[config.mk]
export PLATFORM = sky130hd
export DESIGN_NAME = tl_a_channel_arbiter_2to1
export DESIGN_NICKNAME = d
export VERILOG_FILES = /design/src/rtl/tl_a_channel_arbiter_2to1.sv
export SDC_FILE = /design/constraint.sdc
export NUM_CORES = 1
export LEC_CHECK = 0
export CAP_MARGIN = 15
export CORE_AREA = 2 2 239 241
export CTS_BUF_LIST = sky130_fd_sc_hd__clkbuf_8
export CTS_CLUSTER_DIAMETER = 50
export DETAILED_ROUTE_END_ITERATION = 8
export DIE_AREA = 0 0 241 243
export PLACE_DENSITY = 0.45
export SYNTH_ARGS = -nofsm -noshare
export SYNTH_HDL_FRONTEND = slang
export SYNTH_SLANG_ARGS = --single-unit
[constraint.sdc]
create_clock -name clock -period 3.5 [get_ports clock]
set_input_delay 0.35 -clock clock [delete_from_list [all_inputs] [get_ports clock]]
set_output_delay 0.35 -clock clock [all_outputs]
set_load 0.01 [all_outputs]
[src/rtl/tl_a_channel_arbiter_2to1.sv]
// 2:1 TileLink-UL/UH arbiter: round-robin merge of two client A channels onto one
// manager port, with D responses steered back by the widened source MSB.
module tl_a_channel_arbiter_2to1 #(
  parameter int SRC_W      = 4,
  parameter int ADDR_W     = 33,
  parameter int DATA_W     = 64,
  parameter int MAX_LGSIZE = 6
) (
  input  logic                clock,
  input  logic                reset,
  // client 0 A
  input  logic                auto_in_0_a_valid,
  output logic                auto_in_0_a_ready,
  input  logic [2:0]          auto_in_0_a_bits_opcode,
  input  logic [2:0]          auto_in_0_a_bits_param,
  input  logic [3:0]          auto_in_0_a_bits_size,
  input  logic [SRC_W-1:0]    auto_in_0_a_bits_source,
  input  logic [ADDR_W-1:0]   auto_in_0_a_bits_address,
  input  logic [DATA_W/8-1:0] auto_in_0_a_bits_mask,
  input  logic [DATA_W-1:0]   auto_in_0_a_bits_data,
  input  logic                auto_in_0_a_bits_corrupt,
  // client 0 D
  output logic                auto_in_0_d_valid,
  input  logic                auto_in_0_d_ready,
  output logic [2:0]          auto_in_0_d_bits_opcode,
  output logic [1:0]          auto_in_0_d_bits_param,
  output logic [3:0]          auto_in_0_d_bits_size,
  output logic [SRC_W-1:0]    auto_in_0_d_bits_source,
  output logic [1:0]          auto_in_0_d_bits_sink,
  output logic                auto_in_0_d_bits_denied,
  output logic [DATA_W-1:0]   auto_in_0_d_bits_data,
  output logic                auto_in_0_d_bits_corrupt,
  // client 1 A
  input  logic                auto_in_1_a_valid,
  output logic                auto_in_1_a_ready,
  input  logic [2:0]          auto_in_1_a_bits_opcode,
  input  logic [2:0]          auto_in_1_a_bits_param,
  input  logic [3:0]          auto_in_1_a_bits_size,
  input  logic [SRC_W-1:0]    auto_in_1_a_bits_source,
  input  logic [ADDR_W-1:0]   auto_in_1_a_bits_address,
  input  logic [DATA_W/8-1:0] auto_in_1_a_bits_mask,
  input  logic [DATA_W-1:0]   auto_in_1_a_bits_data,
  input  logic                auto_in_1_a_bits_corrupt,
  // client 1 D
  output logic                auto_in_1_d_valid,
  input  logic                auto_in_1_d_ready,
  output logic [2:0]          auto_in_1_d_bits_opcode,
  output logic [1:0]          auto_in_1_d_bits_param,
  output logic [3:0]          auto_in_1_d_bits_size,
  output logic [SRC_W-1:0]    auto_in_1_d_bits_source,
  output logic [1:0]          auto_in_1_d_bits_sink,
  output logic                auto_in_1_d_bits_denied,
  output logic [DATA_W-1:0]   auto_in_1_d_bits_data,
  output logic                auto_in_1_d_bits_corrupt,
  // manager A
  output logic                auto_out_a_valid,
  input  logic                auto_out_a_ready,
  output logic [2:0]          auto_out_a_bits_opcode,
  output logic [2:0]          auto_out_a_bits_param,
  output logic [3:0]          auto_out_a_bits_size,
  output logic [SRC_W:0]      auto_out_a_bits_source,
  output logic [ADDR_W-1:0]   auto_out_a_bits_address,
  output logic [DATA_W/8-1:0] auto_out_a_bits_mask,
  output logic [DATA_W-1:0]   auto_out_a_bits_data,
  output logic                auto_out_a_bits_corrupt,
  // manager D
  input  logic                auto_out_d_valid,
  output logic                auto_out_d_ready,
  input  logic [2:0]          auto_out_d_bits_opcode,
  input  logic [1:0]          auto_out_d_bits_param,
  input  logic [3:0]          auto_out_d_bits_size,
  input  logic [SRC_W:0]      auto_out_d_bits_source,
  input  logic [1:0]          auto_out_d_bits_sink,
  input  logic                auto_out_d_bits_denied,
  input  logic [DATA_W-1:0]   auto_out_d_bits_data,
  input  logic                auto_out_d_bits_corrupt
);

  localparam int BC_W = MAX_LGSIZE - 2;

  typedef enum logic [1:0] {
    ST_IDLE  = 2'd0,
    ST_HOLD  = 2'd1,
    ST_BURST = 2'd2
  } state_t;

  // Data-carrying opcodes (PutFull/PutPartial/Arith/Logic) span 2^(size-3) beats.
  function automatic logic [BC_W-1:0] beat_count(input logic [2:0] op, input logic [3:0] size);
    logic [BC_W-1:0] n;
    n = {{(BC_W-1){1'b0}}, 1'b1};
    if ((op <= 3'd3) && (size > 4'd3)) begin
      n = n << (size - 4'd3);
    end else begin
      n = n;
    end
    return n;
  endfunction

  state_t          r_state;
  logic            r_sel;
  logic            r_last_grant;
  logic [BC_W-1:0] r_beats_left;

  state_t          w_state_nx;
  logic            w_sel_nx;
  logic            w_last_grant_nx;
  logic [BC_W-1:0] w_beats_left_nx;

  logic            w_choice;
  logic            w_fire;
  logic            w_d_idx;
  logic [BC_W-1:0] w_beats;
  logic [BC_W-1:0] w_one;

  assign w_one = {{(BC_W-1){1'b0}}, 1'b1};

  // Grant choice: zero-latency round-robin in IDLE, frozen on r_sel otherwise.
  always_comb begin
    w_choice = r_sel;
    if (r_state == ST_IDLE) begin
      if (auto_in_0_a_valid && !auto_in_1_a_valid) begin
        w_choice = 1'b0;
      end else if (!auto_in_0_a_valid && auto_in_1_a_valid) begin
        w_choice = 1'b1;
      end else if (auto_in_0_a_valid && auto_in_1_a_valid) begin
        w_choice = ~r_last_grant;
      end else begin
        w_choice = 1'b0;
      end
    end else begin
      w_choice = r_sel;
    end
  end

  assign auto_out_a_valid        = w_choice ? auto_in_1_a_valid        : auto_in_0_a_valid;
  assign auto_out_a_bits_opcode  = w_choice ? auto_in_1_a_bits_opcode  : auto_in_0_a_bits_opcode;
  assign auto_out_a_bits_param   = w_choice ? auto_in_1_a_bits_param   : auto_in_0_a_bits_param;
  assign auto_out_a_bits_size    = w_choice ? auto_in_1_a_bits_size    : auto_in_0_a_bits_size;
  assign auto_out_a_bits_source  = {w_choice, (w_choice ? auto_in_1_a_bits_source : auto_in_0_a_bits_source)};
  assign auto_out_a_bits_address = w_choice ? auto_in_1_a_bits_address : auto_in_0_a_bits_address;
  assign auto_out_a_bits_mask    = w_choice ? auto_in_1_a_bits_mask    : auto_in_0_a_bits_mask;
  assign auto_out_a_bits_data    = w_choice ? auto_in_1_a_bits_data    : auto_in_0_a_bits_data;
  assign auto_out_a_bits_corrupt = w_choice ? auto_in_1_a_bits_corrupt : auto_in_0_a_bits_corrupt;

  assign auto_in_0_a_ready = auto_out_a_ready & ~w_choice;
  assign auto_in_1_a_ready = auto_out_a_ready &  w_choice;

  assign w_fire  = auto_out_a_valid & auto_out_a_ready;
  assign w_beats = beat_count(auto_out_a_bits_opcode, auto_out_a_bits_size);

  // Next-state: HOLD pins an unaccepted beat, BURST pins the grant until the last beat.
  always_comb begin
    w_state_nx      = r_state;
    w_sel_nx        = r_sel;
    w_last_grant_nx = r_last_grant;
    w_beats_left_nx = r_beats_left;
    case (r_state)
      ST_IDLE: begin
        if (w_fire) begin
          w_last_grant_nx = w_choice;
          if (w_beats != w_one) begin
            w_state_nx      = ST_BURST;
            w_sel_nx        = w_choice;
            w_beats_left_nx = w_beats - w_one;
          end else begin
            w_state_nx = ST_IDLE;
          end
        end else if (auto_out_a_valid) begin
          w_state_nx = ST_HOLD;
          w_sel_nx   = w_choice;
        end else begin
          w_state_nx = ST_IDLE;
        end
      end
      ST_HOLD: begin
        if (w_fire) begin
          w_last_grant_nx = r_sel;
          if (w_beats != w_one) begin
            w_state_nx      = ST_BURST;
            w_beats_left_nx = w_beats - w_one;
          end else begin
            w_state_nx = ST_IDLE;
          end
        end else begin
          w_state_nx = ST_HOLD;
        end
      end
      ST_BURST: begin
        if (w_fire) begin
          w_beats_left_nx = r_beats_left - w_one;
          if (r_beats_left == w_one) begin
            w_state_nx = ST_IDLE;
          end else begin
            w_state_nx = ST_BURST;
          end
        end else begin
          w_state_nx = ST_BURST;
        end
      end
      default: begin
        w_state_nx      = ST_IDLE;
        w_beats_left_nx = {BC_W{1'b0}};
      end
    endcase
  end

  // Arbiter state register.
  always_ff @(posedge clock or negedge reset) begin
    if (!reset) begin
      r_state      <= ST_IDLE;
      r_sel        <= 1'b0;
      r_last_grant <= 1'b1;
      r_beats_left <= {BC_W{1'b0}};
    end else begin
      r_state      <= w_state_nx;
      r_sel        <= w_sel_nx;
      r_last_grant <= w_last_grant_nx;
      r_beats_left <= w_beats_left_nx;
    end
  end

  assign w_d_idx = auto_out_d_bits_source[SRC_W];

  assign auto_out_d_ready  = w_d_idx ? auto_in_1_d_ready : auto_in_0_d_ready;
  assign auto_in_0_d_valid = auto_out_d_valid & ~w_d_idx;
  assign auto_in_1_d_valid = auto_out_d_valid &  w_d_idx;

  assign auto_in_0_d_bits_opcode  = auto_out_d_bits_opcode;
  assign auto_in_0_d_bits_param   = auto_out_d_bits_param;
  assign auto_in_0_d_bits_size    = auto_out_d_bits_size;
  assign auto_in_0_d_bits_source  = auto_out_d_bits_source[SRC_W-1:0];
  assign auto_in_0_d_bits_sink    = auto_out_d_bits_sink;
  assign auto_in_0_d_bits_denied  = auto_out_d_bits_denied;
  assign auto_in_0_d_bits_data    = auto_out_d_bits_data;
  assign auto_in_0_d_bits_corrupt = auto_out_d_bits_corrupt;

  assign auto_in_1_d_bits_opcode  = auto_out_d_bits_opcode;
  assign auto_in_1_d_bits_param   = auto_out_d_bits_param;
  assign auto_in_1_d_bits_size    = auto_out_d_bits_size;
  assign auto_in_1_d_bits_source  = auto_out_d_bits_source[SRC_W-1:0];
  assign auto_in_1_d_bits_sink    = auto_out_d_bits_sink;
  assign auto_in_1_d_bits_denied  = auto_out_d_bits_denied;
  assign auto_in_1_d_bits_data    = auto_out_d_bits_data;
  assign auto_in_1_d_bits_corrupt = auto_out_d_bits_corrupt;

endmodule

## Word-level counts from Yosys, hierarchy flattened

Index checks and enable logic that the tools add are counted.

- Input port bits: 330
- Register bits after elaboration: 8
- Logic and storage cells: 73

- Add/subtract/negate cells: 3
- Mux-type cells: 32
- $lt $le $gt $ge: 2
- Eq/ne operators: 10
- Shift-type cells: 1
- Reductions and logical operators: 13
- Bitwise gates (word level): 8

Operators by type and width:

| cell | number |
|---|---|
| $mux 64 | 1 |
| $mux 33 | 1 |
| $mux 4 | 6 |
| $mux 1 | 13 |
| $mux 2 | 5 |
| $reduce_and 3->1 | 3 |
| $mux 8 | 1 |
| $pmux 4 s2 | 1 |
| $sub 4x1->4 const B | 2 |
| $mux 3 | 2 |
| $ne 2x1->1 const B | 3 |
| $ne 2x2->1 const B | 3 |
| $pmux 2 s3 | 1 |
| $and 1x1->1 | 5 |
| $eq 4x1->1 const B | 1 |
| $gt 4x2->1 const B | 1 |
| $logic_and 1x1->1 | 4 |
| $ne 4x1->1 const B | 1 |
| $reduce_bool 2->1 | 2 |
| $shl 1x4->4 const A | 1 |
| $sub 4x2->4 const B | 1 |
| $le 3x2->1 const B | 1 |
| $not 1->1 | 3 |
| $eq 2x1->1 const B | 1 |
| 5 further kinds | 6 |

## Longest topological paths before layout

- Depth in word-level cells: 13
- Depth in mapped cells: 18
- Gate-level depth less buffers: 15

## Worst setup path before layout

OpenSTA, ideal clock, no wires.

- Path type: register to register
- Start point: register r_state[1]
- End point: register r_beats_left[0]
- Path slack: -124 ps
- Stages on the path, launching flop included: 18
- Data required time: 3376 ps
- Library setup time: 124 ps
- Arrival: 3500 ps
- Cells stage by stage: dfrtp_1 o21ai_2 a21boi_4 clkbuf_1 buf_2 buf_2 nand2_1 nand2_1 ha_1 inv_1 o311ai_2 nand2_1 or4b_1 ha_1 inv_1 a31oi_1 o31a_2 mux2i_1

- Longest elaborated chain between the ends: 10

RTL lines:

| item | RTL line | text |
|---|---|---|
| start: declaration | 99 | `state_t r_state;` |
| start signal: assignment | 215 | `r_state <= w_state_nx;` |
| $logic_not 2->1 * | 120 | `if (r_state == ST_IDLE) begin` |
| $mux 1 * | 120 |  |
| $mux 4 * | 138 | `assign auto_out_a_bits_size = w_choice ? auto_in_1_a_bits_size : auto_in_0_a_bits_size;` |
| named net auto_out_a_bits_size[1] | 60 | `output logic [3:0] auto_out_a_bits_size,` |
| $sub 4x2->4 or $gt 4x2->1 (tied branches) | 92, 91 |  |
| $shl 1x4->4 or $logic_and 1x1->1 (tied branches) | 92, 91 |  |
| $mux 4 * | 91 | `if ((op <= 3'd3) && (size > 4'd3)) begin` |
| $sub 4x1->4 | 164, 180 |  |
| $mux 4 | 161, 178 |  |
| $mux 4 | 176 | `if (w_fire) begin` |
| $pmux 4 s2 | 157 | `case (r_state)` |
| end signal: assignment | 213 | `r_beats_left <= {BC_W{1'b0}};` |
| end signal: assignment | 218 | `r_beats_left <= w_beats_left_nx;` |
| end: declaration | 102 | `logic [BC_W-1:0] r_beats_left;` |

Mark *: on every way through the listed nets, which the timed path passes. The rest lies on a longest branch. The select of a mux whose other input is x is not followed.
A chain may end at the register's enable or synchronous reset.

## Worst setup path after layout

- Start point: input auto_in_1_a_valid
- End point: register r_beats_left[1]

- Longest elaborated chain between the ends: 13

RTL lines:

| item | RTL line | text |
|---|---|---|
| start: declaration | 34 | `input logic auto_in_1_a_valid,` |
| $logic_and 1x1->1 | 125 | `end else if (auto_in_0_a_valid && auto_in_1_a_valid) begin` |
| $mux 1 | 125 |  |
| $mux 1 | 123 | `end else if (!auto_in_0_a_valid && auto_in_1_a_valid) begin` |
| $mux 1 | 121 | `if (auto_in_0_a_valid && !auto_in_1_a_valid) begin` |
| $mux 1 | 120 |  |
| $mux 4 or $mux 3 (tied branches) | 138, 136 |  |
| $sub 4x2->4 (tied with other cells) | 92 | `n = n << (size - 4'd3);` |
| $shl 1x4->4 or $logic_and 1x1->1 (tied branches) | 92, 91 |  |
| $mux 4 | 91 |  |
| $sub 4x1->4 | 164, 180 |  |
| $mux 4 | 161, 178 |  |
| $mux 4 | 176 |  |
| $pmux 4 s2 | 157 |  |

Parallel ways exist; a longest one is shown, timed or not. The select of a mux whose other input is x is not followed.

==> impl_metrics.yaml <==
critical_path:
  crit_required_ps: 3610
  rrSetupSlack_ps: 330
  r2r_start: "r_last_grant"
  startpoint_type: "input pin"
  crit_arrival_ps: 3370
  crit_fanout: 5
  path_class: "input pin to register"
  r2r_cells: 11
  crit_path_end_kind: "register"
  r2r_end: "r_beats_left[1]"
clock_network:
  clk_pin_slew_ps: 50
  cts_buffers: 3
  post_cts_resized: 0
  cts_tree: "built"
  cts_hold_buf: 0
  insertion_delay_ps: 230
  clock_path_buffers: 2
  clkSinkCount: 8
  postCtsSetupRepairBufs: 0
  cts-root-buf: "clkbuf_8"
  htree_num_levels: 1
pwr:
  p_leak_nw: 3.03
  irDropWorstVdd_uv: 347
  powerDensity_mw_per_mm2: 694
routing:
  wl_mm: 19.6
  wl_per_cell_um: 12.1
  final_antenna_net_count: 0
  num_vias: 4722
  drt-pass1-iter-count: 4
  route.detailed.drc: 0
  drt_first_iter_violations: 189
  routed_via_density: 2.91
floorplanning:
  die_h_um: 243
  design.die.area_mm2: 0.0586
  coreArea_mm2: 0.0560
  die_w_um: 241
  start_util_pct: 6.46
  rows: 87
  ioPinCount: 619
cells_and_area:
  layout-drive-gt1-share_pct: 4.60
  utilization_pct: 12.8
  stdcell_area_mm2: 0.00719
  nNetsFinal: 1204
  final_cell_mix: "clkdlybuf4s50_1, nand2_1, buf_4, inv_1, a21oi_1"
  fin_cells: 1625
  multi_input_area_mm2: 0.00203
  layout_commonest_cell: "clkdlybuf4s50_1"
  syn_to_final_growth_pct: 99.0
  seqCellArea_um2: 201
  fillCellCount: 6522
  n_antenna_cell: 0
yosys:
  yosysWarnings: 0
  synth-seq-cells: 8
  synth_nets: 994
  yosys-top-cells-area: "nand2_1, buf_4, dfrtp_1"
  syn-cell-area_mm2: 0.00361
  synth_edf_count: 0
  synth_top_flop_cell: "dfrtp_1"
  synth_top_cell_by_area: "nand2_1"
  synth.avg_cell_area_um2: 5.47
  synth_cells: 660
  synth-async-reset-ratio_pct: 100
  seq_area_frac_synth_pct: 5.58
  synth_cell_types: 45
  yosysTopAreaCellShare_pct: 37.1
global_route:
  grt_pass1_vias: 4523
  grt-ovfl-total: 0
  grt_use_total_pct: 5.86
  grt_max_degree: 71
  antenna_found_initial: 2
  grt_pass1_wl_mm: 26.0
sta:
  hold_viol_final: 0
  finalSetupViolCount: 0
  finClkSkew_ps: 6.11
  worst_pin_slew_ps: 769
  timing.hold.ws_ps: 439
  fin_tns_setup_ps: 0
  fin_crit_ps: 3260
  relSlewSlack_pct: 48.7
  rsz0062_at_grt: "false"
  fmax_mhz: 307
  finalCritPeriodShare_pct: 93.2
  maxSlewViolCount: 0
place:
  portBuffers: 375
  gp_congestion: 0.799
  placed_cell_area_mm2: 0.00714
  dp_cells: 1621
  dp_hpwl_mm: 16.8
hold_path:
  hp-class: "input pin to async pin"
job:
  maxCapViolCount: 0
run_status:
  status: "completed"
[critical path, cell delays in order]
cell and delay, ps:
clkdlybuf4s50_1 480, a21boi_4 290, a21boi_4 120, inv_4 70
a22o_1 160, ha_1 240, inv_1 100, o311ai_2 80
nand2_1 80, or4b_1 500, ha_1 230, nand2_1 80
a221oi_1 60, o31a_2 390, mux2i_1 130
[Yosys cell counts (2+ instances only)]
cell type,count
a2111oi_0,2
a21boi_4,2
a21oi_1,9
a221oi_1,2
a31oi_1,5
and2_1,5
buf_2,6
buf_4,163
clkbuf_1,22
dfrtp_1,7
ha_1,4
inv_1,10
mux2_2,3
mux2i_1,4
nand2_1,357
nand2b_1,3
nand3_1,2
nand4_1,2
nor2_1,7
nor2b_1,2
nor3_1,2
nor3b_1,5
o211ai_1,2
o21ai_0,7
o21bai_1,3
o22ai_1,2
or2_1,2
or3_1,3
[logic make-up (layout without fill, tap and decap cells)]
| logic type | Yosys count | in the layout | share of synthesized area [%] |
|---|---|---|---|
| and+or+nand+nor | 395 | 395 | 43.5 |
| buffers and inverters | 202 | 411 | 38.1 |
| DFF | 8 | 8 | 5.58 |
| AOI/OAI and AO/OA | 43 | 43 | 9.01 |
| muxes | 8 | 8 | 2.42 |
| adders and majority gates | 4 | 4 | 1.39 |
[flip-flops by register name (all words and copies together) (netlist names)]
name,flops
r_last_grant,1
r_state,2
r_sel,1
r_beats_left,4
[routing by layer]
layer	track usage, %	part of all wire [%]	up-vias
met5	0	0.066	-
met2	10.7	48	349
li1	-	-	2310
met1	5.48	34	2006
met4	2.34	3.7	2
met3	3.00	15	55
[report_power, final]
part	total [mW]	internal [mW]	switching, mW
clock	0.117	0.0764	0.0407
combinational	4.68	2.33	2.35
sequential	0.191	0.141	0.0497
total	4.99	2.55	2.44
[stage by stage]
step / total power, mW / setup slack (ps)
6_report: 4.99 / 240
5_1_grt: 5.46 / 56.0
4_1_cts: 5.08 / 241
3_5_place_dp: 4.94 / 20.7
3_3_place_gp: 4.95 / 25.1
2_1_floorplan: 2.55 / 14.5
[cell type report]
class | instances | area share, %
Clock buffer | 3 | 0.574
Tap cell | 756 | 13.2
Sequential cell | 8 | 2.80
Timing Repair Buffer | 396 | 54.5
Inverter | 11 | 0.609
Multi-Input combinational cell | 450 | 28.3
Clock inverter | 1 | 0.0522
[how the worst max path moves through the flow]
stage | start | end | slack, ps | cells past startpoint
CTS | auto_in_1_a_valid | r_beats_left[0] | 240 | 15
global placement | auto_in_1_a_valid | r_beats_left[0] | 30 | 15
finish | auto_in_1_a_valid | r_beats_left[1] | 240 | 15
floorplan | r_state[1] | r_beats_left[0] | 10 | 17
detailed placement | auto_in_1_a_valid | r_beats_left[0] | 20 | 15
global route | auto_in_1_a_valid | r_beats_left[2] | 60 | 17
Power figures use the tool's default switching activity.
